### config.mk
export PLATFORM = sky130hd
export DESIGN_NAME = axis_pkt_arbiter
export DESIGN_NICKNAME = d
export VERILOG_FILES = /design/src/rtl/axis_arb_pkg.sv /design/src/rtl/axis_pkt_arbiter_rr_pick.sv /design/src/rtl/axis_pkt_arbiter.sv
export SDC_FILE = /design/constraint.sdc
export NUM_CORES = 1
export LEC_CHECK = 0
export CAP_MARGIN = 30
export CORE_ASPECT_RATIO = 1.25
export CORE_MARGIN = 4
export CORE_UTILIZATION = 26
export CTS_BUF_LIST = sky130_fd_sc_hd__clkbuf_16
export DETAILED_ROUTE_END_ITERATION = 10
export PLACE_DENSITY_LB_ADDON = 0.3
export RECOVER_POWER = 50
export REMOVE_ABC_BUFFERS = 1
export SLEW_MARGIN = 5
export SYNTH_ARGS = -nofsm -noshare
export SYNTH_HDL_FRONTEND = slang
export SYNTH_SLANG_ARGS = --single-unit
### constraint.sdc
create_clock -name clk -period 1.7 [get_ports clk]
set_input_delay 0.425 -clock clk [delete_from_list [all_inputs] [get_ports clk]]
set_output_delay 0.425 -clock clk [all_outputs]
set_load 0.02 [all_outputs]
### src/rtl/axis_arb_pkg.sv
// Shared types and helpers for the packet-level AXI-stream arbiter.
package axis_arb_pkg;

    typedef enum logic {
        ST_IDLE = 1'b0,
        ST_PASS = 1'b1
    } arb_state_e;

    function automatic int clog2(input int value);
        int r;
        r = 0;
        for (int i = 0; i < 31; i++) begin
            if ((1 << i) < value) begin
                r = i + 1;
            end
        end
        return r;
    endfunction

    localparam int DEF_NUM_SRC     = 4;
    localparam int DEF_SRC_IDX_LEN = clog2(DEF_NUM_SRC);

endpackage

### src/rtl/axis_pkt_arbiter_rr_pick.sv
// Combinational rotating-priority encoder: first requester strictly after last_grant, wrapping.
module rr_pick
    import axis_arb_pkg::*;
#(
    parameter int NUM_SRC     = DEF_NUM_SRC,
    parameter int SRC_IDX_LEN = DEF_SRC_IDX_LEN
) (
    input  logic [NUM_SRC-1:0]     req,
    input  logic [SRC_IDX_LEN-1:0] last_grant,
    output logic [SRC_IDX_LEN-1:0] idx,
    output logic                   any
);

    logic [SRC_IDX_LEN-1:0] w_cand [NUM_SRC];
    logic [NUM_SRC-1:0]     w_rot;

    // w_rot[k] is the request of the source k+1 places after last_grant
    generate
        for (genvar gi = 0; gi < NUM_SRC; gi++) begin : g_rot
            logic [SRC_IDX_LEN:0] w_sum;
            assign w_sum = {1'b0, last_grant} + (SRC_IDX_LEN+1)'(gi + 1);
            assign w_cand[gi] = (w_sum >= (SRC_IDX_LEN+1)'(NUM_SRC))
                              ? SRC_IDX_LEN'(w_sum - (SRC_IDX_LEN+1)'(NUM_SRC))
                              : w_sum[SRC_IDX_LEN-1:0];
            assign w_rot[gi] = req[w_cand[gi]];
        end
    endgenerate

    always_comb begin
        idx = last_grant;
        any = |req;
        for (int k = NUM_SRC - 1; k >= 0; k--) begin
            if (w_rot[k]) begin
                idx = w_cand[k];
            end
        end
    end

endmodule

### src/rtl/axis_pkt_arbiter.sv
// Packet-level round-robin AXI-stream arbiter; grant held from first beat to last.
// Optional stall timeout with abort pulse when ARB_TIMEOUT_EN is defined.
module axis_pkt_arbiter
    import axis_arb_pkg::*;
#(
    parameter int DATAWIDTH      = 8,
    parameter int NUM_SRC        = DEF_NUM_SRC,
    parameter int SRC_IDX_LEN    = DEF_SRC_IDX_LEN,
    parameter int TIMEOUT_CYCLES = 255
) (
    input  logic                           clk,
    input  logic                           rst,
    input  logic [NUM_SRC*DATAWIDTH-1:0]   s_axi_data,
    input  logic [NUM_SRC-1:0]             s_axi_valid,
    input  logic [NUM_SRC-1:0]             s_axi_last,
    output logic [NUM_SRC-1:0]             s_axi_rdy,
    output logic [DATAWIDTH-1:0]           m_axi_data,
    output logic                           m_axi_valid,
    output logic                           m_axi_last,
    input  logic                           m_axi_rdy,
    output logic [SRC_IDX_LEN-1:0]         grant_idx,
    output logic                           busy
`ifdef ARB_TIMEOUT_EN
    ,
    output logic                           abort
`endif
);

    localparam logic [0:0] S_IDLE = ST_IDLE;
    localparam logic [0:0] S_PASS = ST_PASS;

    logic [0:0]             r_state;
    logic [SRC_IDX_LEN-1:0] r_grant;
    logic [SRC_IDX_LEN-1:0] r_last_grant;

    logic [SRC_IDX_LEN-1:0] w_pick_idx;
    logic                   w_pick_any;
    logic                   w_pass;
    logic                   w_g_valid;
    logic                   w_g_last;
    logic                   w_last_xfer;
    logic                   w_timeout;

    rr_pick #(
        .NUM_SRC     (NUM_SRC),
        .SRC_IDX_LEN (SRC_IDX_LEN)
    ) u_rr_pick (
        .req        (s_axi_valid),
        .last_grant (r_last_grant),
        .idx        (w_pick_idx),
        .any        (w_pick_any)
    );

    assign w_pass      = (r_state == S_PASS);
    assign w_g_valid   = s_axi_valid[r_grant];
    assign w_g_last    = s_axi_last[r_grant];
    assign w_last_xfer = m_axi_valid & m_axi_rdy & m_axi_last;

    assign m_axi_data  = s_axi_data[r_grant*DATAWIDTH +: DATAWIDTH];
    assign m_axi_valid = w_pass & w_g_valid;
    assign m_axi_last  = w_pass & w_g_last;
    assign grant_idx   = r_grant;
    assign busy        = w_pass;

    generate
        for (genvar gi = 0; gi < NUM_SRC; gi++) begin : g_rdy
            assign s_axi_rdy[gi] = w_pass & (r_grant == SRC_IDX_LEN'(gi)) & m_axi_rdy;
        end
    endgenerate

    always_ff @(posedge clk or posedge rst) begin
        if (rst) begin
            r_state      <= S_IDLE;
            r_grant      <= '0;
            r_last_grant <= SRC_IDX_LEN'(NUM_SRC - 1);
        end else begin
            case (r_state)
                S_IDLE: begin
                    if (w_pick_any) begin
                        r_grant      <= w_pick_idx;
                        r_last_grant <= w_pick_idx;
                        r_state      <= S_PASS;
                    end
                end
                default: begin
                    // last_grant keeps the stalled source, pushing it to the back of the rotation
                    if (w_last_xfer || w_timeout) begin
                        r_state <= S_IDLE;
                    end
                end
            endcase
        end
    end

`ifdef ARB_TIMEOUT_EN
    localparam int CNT_W = clog2(TIMEOUT_CYCLES + 1);

    logic [CNT_W-1:0] r_stall;
    logic             r_abort;

    assign w_timeout = w_pass & ~w_g_valid & (r_stall == CNT_W'(TIMEOUT_CYCLES - 1));
    assign abort     = r_abort;

    always_ff @(posedge clk or posedge rst) begin
        if (rst) begin
            r_stall <= '0;
            r_abort <= 1'b0;
        end else begin
            r_abort <= w_timeout;
            if (!w_pass || w_g_valid || w_timeout) begin
                r_stall <= '0;
            end else begin
                r_stall <= r_stall + 1'b1;
            end
        end
    end
`else
    assign w_timeout = 1'b0;
`endif

endmodule

; ---- Word-level counts from Yosys, hierarchy flattened
; Cells that the tools add are included.
[classes]
n_addsub = 8
order_cmp = 9
eq_ne = 3
n_shift = 1
n_mux = 23
n_bitwise = 13
reduce_logical = 3
[op_table]
columns = operator, n
row1 = $shiftx 32x6->8, 1
row2 = $mux 2, 8
row3 = $lt 2x3->1 const B, 5
row4 = $and 1x1->1, 12
row5 = $bmux 1 s2, 6
row6 = $ge 3x3->1 const B, 4
row7 = $mux 1, 9
row8 = $sub 2x1->2 const B, 4
row9 = $add 2x2->3 const B, 2
row10 = $eq 2x2->1 const B, 2
row11 = $reduce_or 4->1, 1
row12 = $add 2x1->3 const B, 1
row13 = $add 2x3->3 const B, 1
row14 = $eq 2x1->1 const B, 1
row15 = $logic_not 2->1, 1
row16 = $reduce_and 2->1, 1
row17 = $not 1->1, 1
[word_totals]
reg_bits = 5
input_bits = 43
out_inout_bits = 17
word_cells = 63

; ---- Longest topological paths before layout
; Gate-level depths: netlist (run 1).
[logic_depth]
depth_word = 9
ltp_mapped = 5
mapped_depth_nobuf = 4

; ---- Modules after synthesis
; Synthesis (run 1) repeated with hierarchy kept, for this count alone.
[unflattened]
cells_unflattened = 59
area_unflattened_um2 = 580.6
[by_module_without_submodules]
columns = mod, instances, cells_each, area_each_um2, seq_area_each_um2
row1 = axis_pkt_arbiter, 1, 45, 498.0, 127.6
row2 = rr_pick, 1, 14, 82.6, 0.0

; ---- Worst setup path after synthesis (run 1)
; No wires, ideal clock.
[synth_path]
path_kind = reg2out
from = register r_grant[0], in the netlist grant_idx[0]
to = output port m_axi_data[2]
arrival_time_ps = 1509
t_required_ps = 1275
setup_slack_ps = -234
path_stages_with_launch = 4
path_buffers = 2
cell_sequence = dfrtp_1 -> buf_2 -> buf_2 -> mux4_2
[synth_via]
elab_chain_len = 1
[synth_lines]
columns = element, line
row1 = "start, declared", axis_pkt_arbiter.sv:33  ; logic [SRC_IDX_LEN-1:0] r_grant;
row2 = "start signal, assigned", axis_pkt_arbiter.sv:80  ; r_grant <= w_pick_idx;
row3 = $shiftx 32x6->8, axis_pkt_arbiter.sv:59  ; assign m_axi_data = s_axi_data[r_grant*DATAWIDTH +: DATAWIDTH];
row4 = "end, declared", axis_pkt_arbiter.sv:17  ; output logic [DATAWIDTH-1:0] m_axi_data,
; No other way between the ends.

; ---- Worst setup path in the final report (run 1)
[layout_path]
from = register r_grant[0], in the netlist grant_idx[0]
to = output port m_axi_last
[layout_via]
elab_chain_len = 3
[layout_lines]
columns = element, line
row1 = $bmux 1 s2, axis_pkt_arbiter.sv:56  ; assign w_g_last = s_axi_last[r_grant];
row2 = $mux 1 (implied by the code), axis_pkt_arbiter.sv:56
row3 = $and 1x1->1, axis_pkt_arbiter.sv:61  ; assign m_axi_last = w_pass & w_g_last;
row4 = "end, declared", axis_pkt_arbiter.sv:19  ; output logic m_axi_last,
; No other way between the ends. The select of a mux whose other input is x is not followed.

==> results of run 1 <==
cell families after synthesis:
family,Yosys count,synth area share [%]
flops,5,20.90
compound gates,12,13.32
simple gates,23,22.95
mux,10,36.89
buf+inv,7,5.943
layout by cell type (no fill, tap or decap), drive strengths merged, types with 3 or more instances in the layout:
cell	n
a21oi	4
clkbuf	3
nand2	5
dlygate4sd2	44
buf	29
nor3	3
o21ai	3
dfrtp	3
mux4	10
nor3b	3
inv	3
through the flow:
stage                      power, W  instance area [um2]  TNS [ns]
after floorplan           0.0009986                581.8    -2.556
after global placement     0.001678                 1309    -8.747
after detailed placement   0.001707                 1309    -9.198
after CTS                  0.002149                 1360    -1.482
after global routing       0.002306                 1379    -2.240
final                      0.002167                 1379    -1.568
critical path, stage by stage (launching register included):
cell	delay, ns
sky130_fd_sc_hd__dfrtp_2	0.38
sky130_fd_sc_hd__buf_6	0.12
sky130_fd_sc_hd__mux4_2	0.51
sky130_fd_sc_hd__and2_4	0.16
sky130_fd_sc_hd__buf_6	0.12
area by class of cell:
cell class              instances  area [um2]  share of cell area [%]
clock buffers                   3       75.07                   5.445
clock inverters                 1       3.754                  0.2722
well taps                      31       38.79                   2.813
flip-flops and latches          5       130.1                   9.437
repair buffers                 74       659.4                   47.82
inverters                       2       7.507                  0.5445
multi-input cells              45       464.2                   33.67
power by group through the flow:
stage / Clock (W) / Sequential (W) / Combinational (W)
after floorplan: 0 / 0.000375 / 0.000623
after global placement: 0 / 0.000286 / 0.00139
after detailed placement: 0 / 0.000290 / 0.00142
after CTS: 0.000380 / 0.000281 / 0.00149
after global routing: 0.000396 / 0.000297 / 0.00161
final: 0.000377 / 0.000281 / 0.00151
routing by layer:
layer / routed length (um) / track usage (%) / part of all wire (%) / vias up
met5: 0 / 0 / 0 / -
met4: 0 / 2.951 / 0 / 0
met3: 326 / 6.699 / 13 / 0
met2: 1160 / 26.77 / 47 / 49
met1: 969 / 18.71 / 39 / 388
li1: - / - / - / 374
flip-flops by register name (all words and copies together), names as in the netlist:
signal,flops
grant_idx,2
r_last_grant,2
busy,1
path summary, 6_finish.rpt:
| kind | startpoint | to | slack [ns] | depth (start not counted) |
|---|---|---|---|---|
| min | r_last_grant[0] | r_last_grant[0] | 0.51 | 2 |
| max in group asynchronous | rst | r_last_grant[1] | 0.91 | 2 |
| max | grant_idx[0] | m_axi_last | -0.24 | 4 |
| min in group asynchronous | rst | grant_idx[1] | 0.55 | 2 |
| min reg2reg | r_last_grant[0] | r_last_grant[0] | 0.51 | 2 |
| max reg2reg | busy | r_last_grant[0] | 0.20 | 4 |
what timing repair did:
| item | 4_1_cts | 5_1_grt |
|---|---|---|
| hold buffers | 0 | 0 |
| endpoints found under the setup margin | 21 | 12 |
| setup buffers | 1 | 1 |
| pin swaps | 2 | 2 |
| gates resized for setup | 133 | 3 |
==> run summary, run 1 <==
Fraction of post-synthesis cell area in the top cell type by area -> 36.89%
Crit path kind -> flip-flop to output port
Cells taking the most area after synthesis -> sky130_fd_sc_hd__mux4_2, sky130_fd_sc_hd__dfrtp_1, sky130_fd_sc_hd__dfstp_2, sky130_fd_sc_hd__nor3b_1, sky130_fd_sc_hd__a21oi_1
Final worst-path setup slack -> -0.2397 ns
Switching Fraction -> 37.94%
Non-Filler Instances -> 161
Shortest clock period the worst path allows after layout -> 1.940 ns
DIE AREA -> 3193 um2
GRT Total Usage -> 15.88%
Transition time of the tightest slew-check pin -> 0.3568 ns
Startpoint type of the worst setup path -> flip-flop
Part of the power in the clock network -> 17.4%
Vias in the first global route -> 839
TritonCTS clock tree -> built
Most common library cells after synthesis -> sky130_fd_sc_hd__mux4_2, sky130_fd_sc_hd__nand2_1, sky130_fd_sc_hd__a21oi_1
Post-synthesis sequential element count -> 5
Power density of the placed cells -> 1572 nW/um2
Placed cell count -> 155
Internal power -> 0.001345 W
Die Y -> 62.18 um
Fillers -> 214
Routed via count -> 811
Antenna diodes -> 0
Combinational Power Share -> 69.6%
DRC viols -> 0
Yosys Warn Count -> 0
Pin count of the biggest net entering global routing -> 10
First-pass GRT wire length -> 3967 um
Arrival time worst endpoint -> 1.51 ns
Type of the worst min-delay path -> flip-flop to flip-flop
Maximum root-to-sink buffer count -> 2
Vias per std cell -> 5.037
Number of iterations in the first detailed-routing pass -> 3
Switching power total -> 0.0008221 W
Final antenna-violating net count -> 0
Worst relative slew slack -> 76.17%
Ratio of final minimum period to clock period -> 114.1%
Total count of max-transition violations in the final report -> 0
Violation count after the first detailed-route iteration -> 3
Number of maximum-capacitance constraint violations -> 0
Endpoint kind of the worst setup timing path -> output port
Total Wirelength -> 2456 um
Run status -> finished with violations
Synth Area per Inst -> 10.71 um2
Commonest register cell after synthesis -> sky130_fd_sc_hd__dfrtp_1
Data required time of the critical path -> 1.27 ns
Standard cell core area -> 2211 um2
Final Hold Violating Endpoints -> 0
IR drop worst, VDD -> 0.8953 mV
Relative area change from synthesis to final layout -> 125.8%
Highest clock rate -> 0.5155 GHz
Clock buffer count from CTS -> 3
Root Buffer Master -> sky130_fd_sc_hd__clkbuf_16
Part of the power in registers -> 13.0%
Clock transition at the registers of the reported paths -> 0.03 ns
Buffers on Ports -> 59
Final Hold Slack -> 0.5064 ns
Nets@finish -> 174
EDFF count, synth -> 0
Highest fanout seen on the critical path -> 4
Final setup fails -> 13
Async SR Flop Fraction -> 100.0%
Pre-CTS WS -> -0.7559 ns
Clock insertion delay at the later pin of the skew report -> 0.22 ns
Final HPWL DP -> 2042 um
RSZ-0062 raised after global routing -> yes
Cell row count -> 19
Failing checks -> negative setup slack
Clock Skew -> 0.001114 ns
Cells after synthesis -> 57
Total overflow reported by the global router -> 0
Most frequent cell after synthesis -> sky130_fd_sc_hd__mux4_2
Number of H-tree branching levels -> 1
Layout cells sized above 1 -> 40.00%
Antenna violations before repair -> 0
Dominant cell type by area after synthesis -> sky130_fd_sc_hd__mux4_2
Clock Sink Count -> 5
Effective utilization at floorplan -> 27.62%
Die Wd -> 51.35 um
Top-Level Pins -> 60
Area of the mapped netlist -> 610.6 um2
Fraction of the yosys area taken by sequential cells -> 20.90%
Last weighted congestion value of the routability-driven placer -> 0.6998
Leakage -> 0.6512 nW
Core occupancy in the finished layout -> 62.37%
Synth cell types -> 26
Post-detailed-route wirelength per cell -> 15.25 um
No activity file was read; power rests on OpenSTA's default activity.
==> inputs of run 2 (changes only) <==
CTS_CLUSTER_SIZE = 40   (was unset)
PLACE_DENSITY = 0.8   (was unset)
PLACE_DENSITY_LB_ADDON = unset   (was 0.3)
==> run 2 against run 1 <==
The run still ends with negative setup slack left; worst hold slack got worse by 0.0013 ns; sequential share of layout area decreased by 0.29 points; highest routed layer is now met4; clock power increased by 2%; cell area increased by 3.2%; sequential cell count unchanged; power increased by 1.5%; clock-buffer cell count unchanged; clock skew increased by 0.00072 ns; utilization increased by 2.0 points; combinational power about the same; via count increased by 0.25%; global-route usage increased by 0.77 points.
==> run summary, run 2 (synthesized netlist as in run 1, its figures left out) <==
Total count of max-transition violations in the final report -> 0 (unchanged)
Combinational Power Share -> 68.9% (-0.7 points)
Total Wirelength -> 2600 um (+5.9%)
Sequence of cells on the critical path -> buf_6 -> mux4_2 -> and2_4 -> buf_6
Type of the worst min-delay path -> flip-flop to flip-flop
Highest-count cells in the layout ignoring fill and taps -> sky130_fd_sc_hd__clkdlybuf4s50_1, sky130_fd_sc_hd__buf_4, sky130_fd_sc_hd__dlygate4sd2_1, sky130_fd_sc_hd__buf_6, sky130_fd_sc_hd__mux4_2
Failing checks -> negative setup slack
Cell type of the slowest stage on the worst timing path -> sky130_fd_sc_hd__mux4_2
DRC viols -> 0 (unchanged)
Number of iterations in the first detailed-routing pass -> 3 (unchanged)
Switching power total -> 0.0008385 W (+2.0%)
Layout Cell Area excl Fill -> 1423 um2 (+3.2%)
Final worst-path setup slack -> -0.2890 ns (-0.04932 ns)
Vias per std cell -> 4.988 (-0.98%)
Shortest clock period the worst path allows after layout -> 1.989 ns (+0.04932 ns)
Critical Path Max Stage Delay -> 0.50 ns (about the same)
First-pass GRT wire length -> 4160 um (+4.9%)
Hold Buf Count CTS -> 0 (unchanged)
Cell row count -> 19 (unchanged)
Number of H-tree branching levels -> 1 (unchanged)
Die Wd -> 51.35 um (unchanged)
Leakage -> 0.6172 nW (-5.2%)
Final antenna-violating net count -> 0 (unchanged)
Ratio of final minimum period to clock period -> 117.0% (+2.9 points)
Highest clock rate -> 0.5028 GHz (-2.5%)
Reg-to-Reg Start -> grant_idx[0]
Worst relative slew slack -> 76.26% (+0.094 points)
Nets@finish -> 176 (+1.1%)
Clock Sink Count -> 5 (unchanged)
Buffers on Ports -> 59 (unchanged)
Pre-CTS WS -> -0.7779 ns (-0.02205 ns)
RSZ-0062 raised after global routing -> yes
Relative area change from synthesis to final layout -> 133.0%
Endpoint kind of the worst setup timing path -> output port
Standard cell core area -> 2211 um2 (unchanged)
End point of the critical path -> m_axi_valid
Final Hold Slack -> 0.5050 ns (-0.001336 ns)
Crit path kind -> flip-flop to output port
Arrival time worst endpoint -> 1.56 ns (+0.05 ns)
Clock Skew -> 0.001836 ns (+0.0007218 ns)
Effective utilization at floorplan -> 27.62% (unchanged)
DIE AREA -> 3193 um2 (unchanged)
Cell with the most instances on the worst path -> sky130_fd_sc_hd__buf_6
Internal power -> 0.001362 W (+1.3%)
Layout cells sized above 1 -> 40.91% (+0.91 points)
Last weighted congestion value of the routability-driven placer -> 0.7378 (+5.4%)
Flop-to-flop setup slack -> 0.10 ns (-0.10 ns)
Final Hold Violating Endpoints -> 0 (unchanged)
Startpoint type of the worst setup path -> flip-flop
Vias in the first global route -> 862 (+2.7%)
GRT Total Usage -> 16.66% (+0.77 points)
Part of the power in the clock network -> 17.4% (about the same)
Root Buffer Master -> sky130_fd_sc_hd__clkbuf_16
Clock buffer count from CTS -> 3 (unchanged)
TritonCTS clock tree -> built
Total overflow reported by the global router -> 0 (unchanged)
Startpoint of the most critical hold path -> r_last_grant[0]
Pin count of the biggest net entering global routing -> 10 (unchanged)
Top-Level Pins -> 60 (unchanged)
Data required time of the critical path -> 1.27 ns (about the same)
Highest fanout seen on the critical path -> 6 (+2)
Run status -> finished with violations
Die Y -> 62.18 um (unchanged)
Number of maximum-capacitance constraint violations -> 0 (unchanged)
Register-to-Register Path Depth -> 5 (+1)
Clock insertion delay at the later pin of the skew report -> 0.23 ns (about the same)
Maximum root-to-sink buffer count -> 2 (unchanged)
Transition time of the tightest slew-check pin -> 0.3554 ns (-0.001403 ns)
Core occupancy in the finished layout -> 64.35% (+2.0 points)
Part of the power in registers -> 13.7% (+0.7 points)
Clock transition at the registers of the reported paths -> 0.03 ns (about the same)
Violation count after the first detailed-route iteration -> 5 (+2)
Final HPWL DP -> 2018 um (-1.2%)
IR drop worst, VDD -> 1.046 mV (+17%)
Antenna diodes -> 0 (unchanged)
Final setup fails -> 10 (-3)
Post-detailed-route wirelength per cell -> 15.95 um (+4.6%)
Crit. Startpoint -> grant_idx[0]
Fillers -> 187 (-13%)
Routed via count -> 813 (+0.25%)
Antenna violations before repair -> 0 (unchanged)
Critical register-to-register path endpoint -> busy
Most frequent standard cell in the layout excluding fill and tap cells -> sky130_fd_sc_hd__clkdlybuf4s50_1
Switching Fraction -> 38.11% (+0.17 points)
Power density of the placed cells -> 1547 nW/um2 (-1.6%)
Placed Instance Area -> 1301 um2 (-0.57%)
-- run 2: cell count changes in the layout (fill, tap and decap cells not counted), sizes merged --
cell and delta:
clkdlybuf4s50 +32, dlygate4sd2 -31, clkbuf +1
-- run 2: critical path: cells and delay by family (launching register included) --
kind / cells / cell delay (ns)
muxes: 1 / 0.50
DFF: 1 / 0.43
buffers and inverters: 2 / 0.24
and+or+nand+nor: 1 / 0.16
-- run 2: worst min-delay path by stage --
stage | end | slack, ns | cells after the start
floorplan | busy | 0.20 | 1
global placement | r_last_grant[0] | 0.49 | 2
detailed placement | r_last_grant[0] | 0.50 | 2
CTS | grant_idx[1] | 0.43 | 2
global route | r_last_grant[0] | 0.54 | 2
finish | r_last_grant[0] | 0.51 | 2
-- run 2: metrics by stage --
step           total power, W  TNS [ns]  std cells
2_1_floorplan       0.0009986    -2.556         52
3_3_place_gp         0.001652    -8.795        154
3_5_place_dp         0.001677    -9.137        154
4_1_cts              0.002175    -2.173        162
5_1_grt              0.002326    -2.863        163
6_report             0.002200    -2.225        163
-- run 2: area by class of cell --
cell class,count,area (um2),area share [%]
inverter,2,7.507,0.5277
timing repair buffer,76,698.2,49.08
sequential,5,130.1,9.147
multi-input combinational,45,469.2,32.98
tap,31,38.79,2.726
clock buffer,3,75.07,5.277
clock inverter,1,3.754,0.2639
-- run 2: what timing repair did --
item | CTS | global route
pin swaps | 2 | 0
setup endpoints to repair | 18 | 12
buffers inserted | 4 | 1
resized for setup | 94 | 2
-- run 2: routing by layer --
metal  GRT usage (%)  share of wire (%)  vias to the layer above
met2           26.61                 46                       51
met4           3.934               0.54                        0
li1                -                  -                      377
met1           20.81                 41                      383
met5               0                  0                        -
met3           6.699                 12                        2
-- run 2: power groups by stage --
stage / Sequential [W] / Combinational (W) / Clock (W)
2_1_floorplan: 0.000375 / 0.000623 / 0
3_3_place_gp: 0.000288 / 0.00136 / 0
3_5_place_dp: 0.000292 / 0.00138 / 0
4_1_cts: 0.000295 / 0.00149 / 0.000389
5_1_grt: 0.000317 / 0.00161 / 0.000397
6_report: 0.000301 / 0.00152 / 0.000383
==> inputs of run 3 (changes only) <==
CAP_MARGIN = unset   (was 30)
CORE_UTILIZATION = 27   (was 26)
CTS_BUF_LIST = sky130_fd_sc_hd__clkbuf_4   (was sky130_fd_sc_hd__clkbuf_16)
GPL_TIMING_DRIVEN = 0   (was unset)
PLACE_DENSITY = 0.82   (was 0.8)
==> run 3 against run 2 <==
The run still ends with negative setup slack left; clock-buffer cell count grew 1; wire length grew 1.8%; sequential cell count is the same; maximum frequency shrank 1.6%; sequential power grew 9.3%; largest cell class unchanged; largest power group unchanged; highest routed layer is now met3.
==> run summary, run 3 (synthesized netlist as in run 1, its figures left out) <==
Effective utilization at floorplan -> 27.92% (+0.30 points)
Hold Buf Count CTS -> 0 (unchanged)
Power density of the placed cells -> 1489 nW/um2 (-3.7%)
Highest fanout seen on the critical path -> 4 (-2)
Clock Skew -> 0.001079 ns (-0.0007568 ns)
Standard cell core area -> 2187 um2 (-1.1%)
Highest-count cells in the layout ignoring fill and taps -> sky130_fd_sc_hd__clkdlybuf4s50_1, sky130_fd_sc_hd__buf_6, sky130_fd_sc_hd__dlygate4sd2_1, sky130_fd_sc_hd__mux4_2, sky130_fd_sc_hd__buf_4
Post-detailed-route wirelength per cell -> 16.97 um (+6.4%)
Buffers on Ports -> 59 (unchanged)
Core occupancy in the finished layout -> 60.98% (-3.4 points)
Leakage -> 0.5601 nW (-9.3%)
Nets@finish -> 169 (-4.0%)
Total count of max-transition violations in the final report -> 0 (unchanged)
Failing checks -> negative setup slack
Cell row count -> 19 (unchanged)
Vias per std cell -> 5.032 (+0.89%)
Number of iterations in the first detailed-routing pass -> 2 (-1)
Placed Instance Area -> 1211 um2 (-6.9%)
Number of maximum-capacitance constraint violations -> 0 (unchanged)
Total Power Consumption -> 0.001986 W (-9.7%)
Final HPWL DP -> 2044 um (+1.3%)
Layout Cell Area excl Fill -> 1334 um2 (-6.2%)
Maximum root-to-sink buffer count -> 2 (unchanged)
Startpoint type of the worst setup path -> flip-flop
Die Wd -> 50.54 um (-1.6%)
DRC viols -> 0 (unchanged)
Part of the power in the clock network -> 7.6% (-9.8 points)
Clock transition at the registers of the reported paths -> 0.04 ns (about the same)
Run status -> finished with violations
Pre-CTS WS -> -0.9131 ns (-0.1351 ns)
Layout cells sized above 1 -> 39.20% (-1.7 points)
Switching Fraction -> 40.54% (+2.4 points)
Clock Sink Count -> 5 (unchanged)
Shortest clock period the worst path allows after layout -> 2.020 ns (+0.03140 ns)
Vias in the first global route -> 816 (-5.3%)
Data required time of the critical path -> 1.27 ns (about the same)
Register-to-Register Path Depth -> 3 (-2)
Endpoint kind of the worst setup timing path -> output port
Violation count after the first detailed-route iteration -> 12 (+7)
Highest clock rate -> 0.4949 GHz (-1.6%)
Die Y -> 61.17 um (-1.6%)
RSZ-0062 raised after global routing -> yes
Switching power total -> 0.0008050 W (-4.0%)
Number of H-tree branching levels -> 1 (unchanged)
Total Wirelength -> 2648 um (+1.8%)
Relative area change from synthesis to final layout -> 118.4%
Root Buffer Master -> sky130_fd_sc_hd__clkbuf_4
Internal power -> 0.001181 W (-13%)
Routed via count -> 785 (-3.4%)
Antenna diodes -> 0 (unchanged)
Part of the power in registers -> 16.6% (+2.9 points)
Type of the worst min-delay path -> input port to asynchronous set/reset pin
DIE AREA -> 3091 um2 (-3.2%)
Transition time of the tightest slew-check pin -> 0.3905 ns (+0.03516 ns)
First-pass GRT wire length -> 3995 um (-4.0%)
Clock buffer count from CTS -> 3 (unchanged)
Ratio of final minimum period to clock period -> 118.8% (+1.8 points)
Combinational Power Share -> 75.9% (+7.0 points)
Pin count of the biggest net entering global routing -> 13 (+3)
Final setup fails -> 11 (+1)
Worst relative slew slack -> 73.96% (-2.3 points)
Arrival time worst endpoint -> 1.60 ns (+0.04 ns)
Crit path kind -> flip-flop to output port
Total overflow reported by the global router -> 0 (unchanged)
Most frequent standard cell in the layout excluding fill and tap cells -> sky130_fd_sc_hd__clkdlybuf4s50_1
Clock insertion delay at the later pin of the skew report -> 0.24 ns (about the same)
Final antenna-violating net count -> 0 (unchanged)
IR drop worst, VDD -> 0.6966 mV (-33%)
TritonCTS clock tree -> built
GRT Total Usage -> 17.28% (+0.62 points)
Last weighted congestion value of the routability-driven placer -> 0.8418 (+14%)
Final worst-path setup slack -> -0.3204 ns (-0.03140 ns)
Top-Level Pins -> 60 (unchanged)
Antenna violations before repair -> 0 (unchanged)
Final Hold Violating Endpoints -> 0 (unchanged)
run 3: path summary, 6_finish.rpt:
| kind | from | end | slack [ns] |
|---|---|---|---|
| worst max-delay path | grant_idx[0] | m_axi_data[3] | -0.32 |
| worst min-delay path | rst | grant_idx[0] | 0.52 |
| worst max register to register | busy | r_last_grant[0] | 0.21 |
| worst min register to register | r_last_grant[0] | r_last_grant[0] | 0.52 |
| max in group asynchronous | rst | r_last_grant[1] | 0.94 |
| min in group clk | r_last_grant[0] | r_last_grant[0] | 0.52 |
run 3: per-layer routing:
metal  up-vias  routed length [um]  global-route usage, %
met3         0                 263                  3.390
met1       373                1015                  20.18
met5         -                   0                      0
li1        362                   -                      -
met4         0                   0                  4.615
met2        50                1368                  32.46
run 3: stage by stage:
stage | cells | setup TNS [ns] | hold slack (ns)
2_1_floorplan | 52 | -2.556 | 0.2021
3_3_place_gp | 142 | -10.85 | 0.4949
3_5_place_dp | 142 | -11.68 | 0.5049
4_1_cts | 154 | -2.554 | 0.3810
5_1_grt | 156 | -3.586 | 0.5473
6_report | 156 | -2.951 | 0.5152
run 3: final cells by class:
type | count | area [um2]
fillers | 195 | 853.3
repair buffers | 69 | 661.9
multi-input cells | 45 | 461.7
flip-flops and latches | 5 | 133.9
well taps | 31 | 38.79
clock buffers | 4 | 30.03
inverters | 2 | 7.507
run 3: power by group through the flow:
stage / combinational [W] / sequential [W] / clock [W]
after global routing: 0.00161 / 0.000347 / 0.000164
after global placement: 0.00115 / 0.000384 / 0
after detailed placement: 0.00118 / 0.000395 / 0
after CTS: 0.00139 / 0.000322 / 0.000157
after floorplan: 0.000623 / 0.000375 / 0
final: 0.00151 / 0.000329 / 0.000150
run 3: critical path, cell delays in order (launching register included):
cell and delay, ns:
sky130_fd_sc_hd__dfrtp_4 0.49, sky130_fd_sc_hd__buf_4 0.15, sky130_fd_sc_hd__buf_6 0.12, sky130_fd_sc_hd__mux4_2 0.44, sky130_fd_sc_hd__buf_6 0.15
run 3: repair_timing:
item	CTS	global route
endpoints found under the hold margin	0	0
setup buffers	8	2
endpoints found under the setup margin	21	13
gates cloned	0	0
pin swaps	2	1
gates resized for setup	95	14
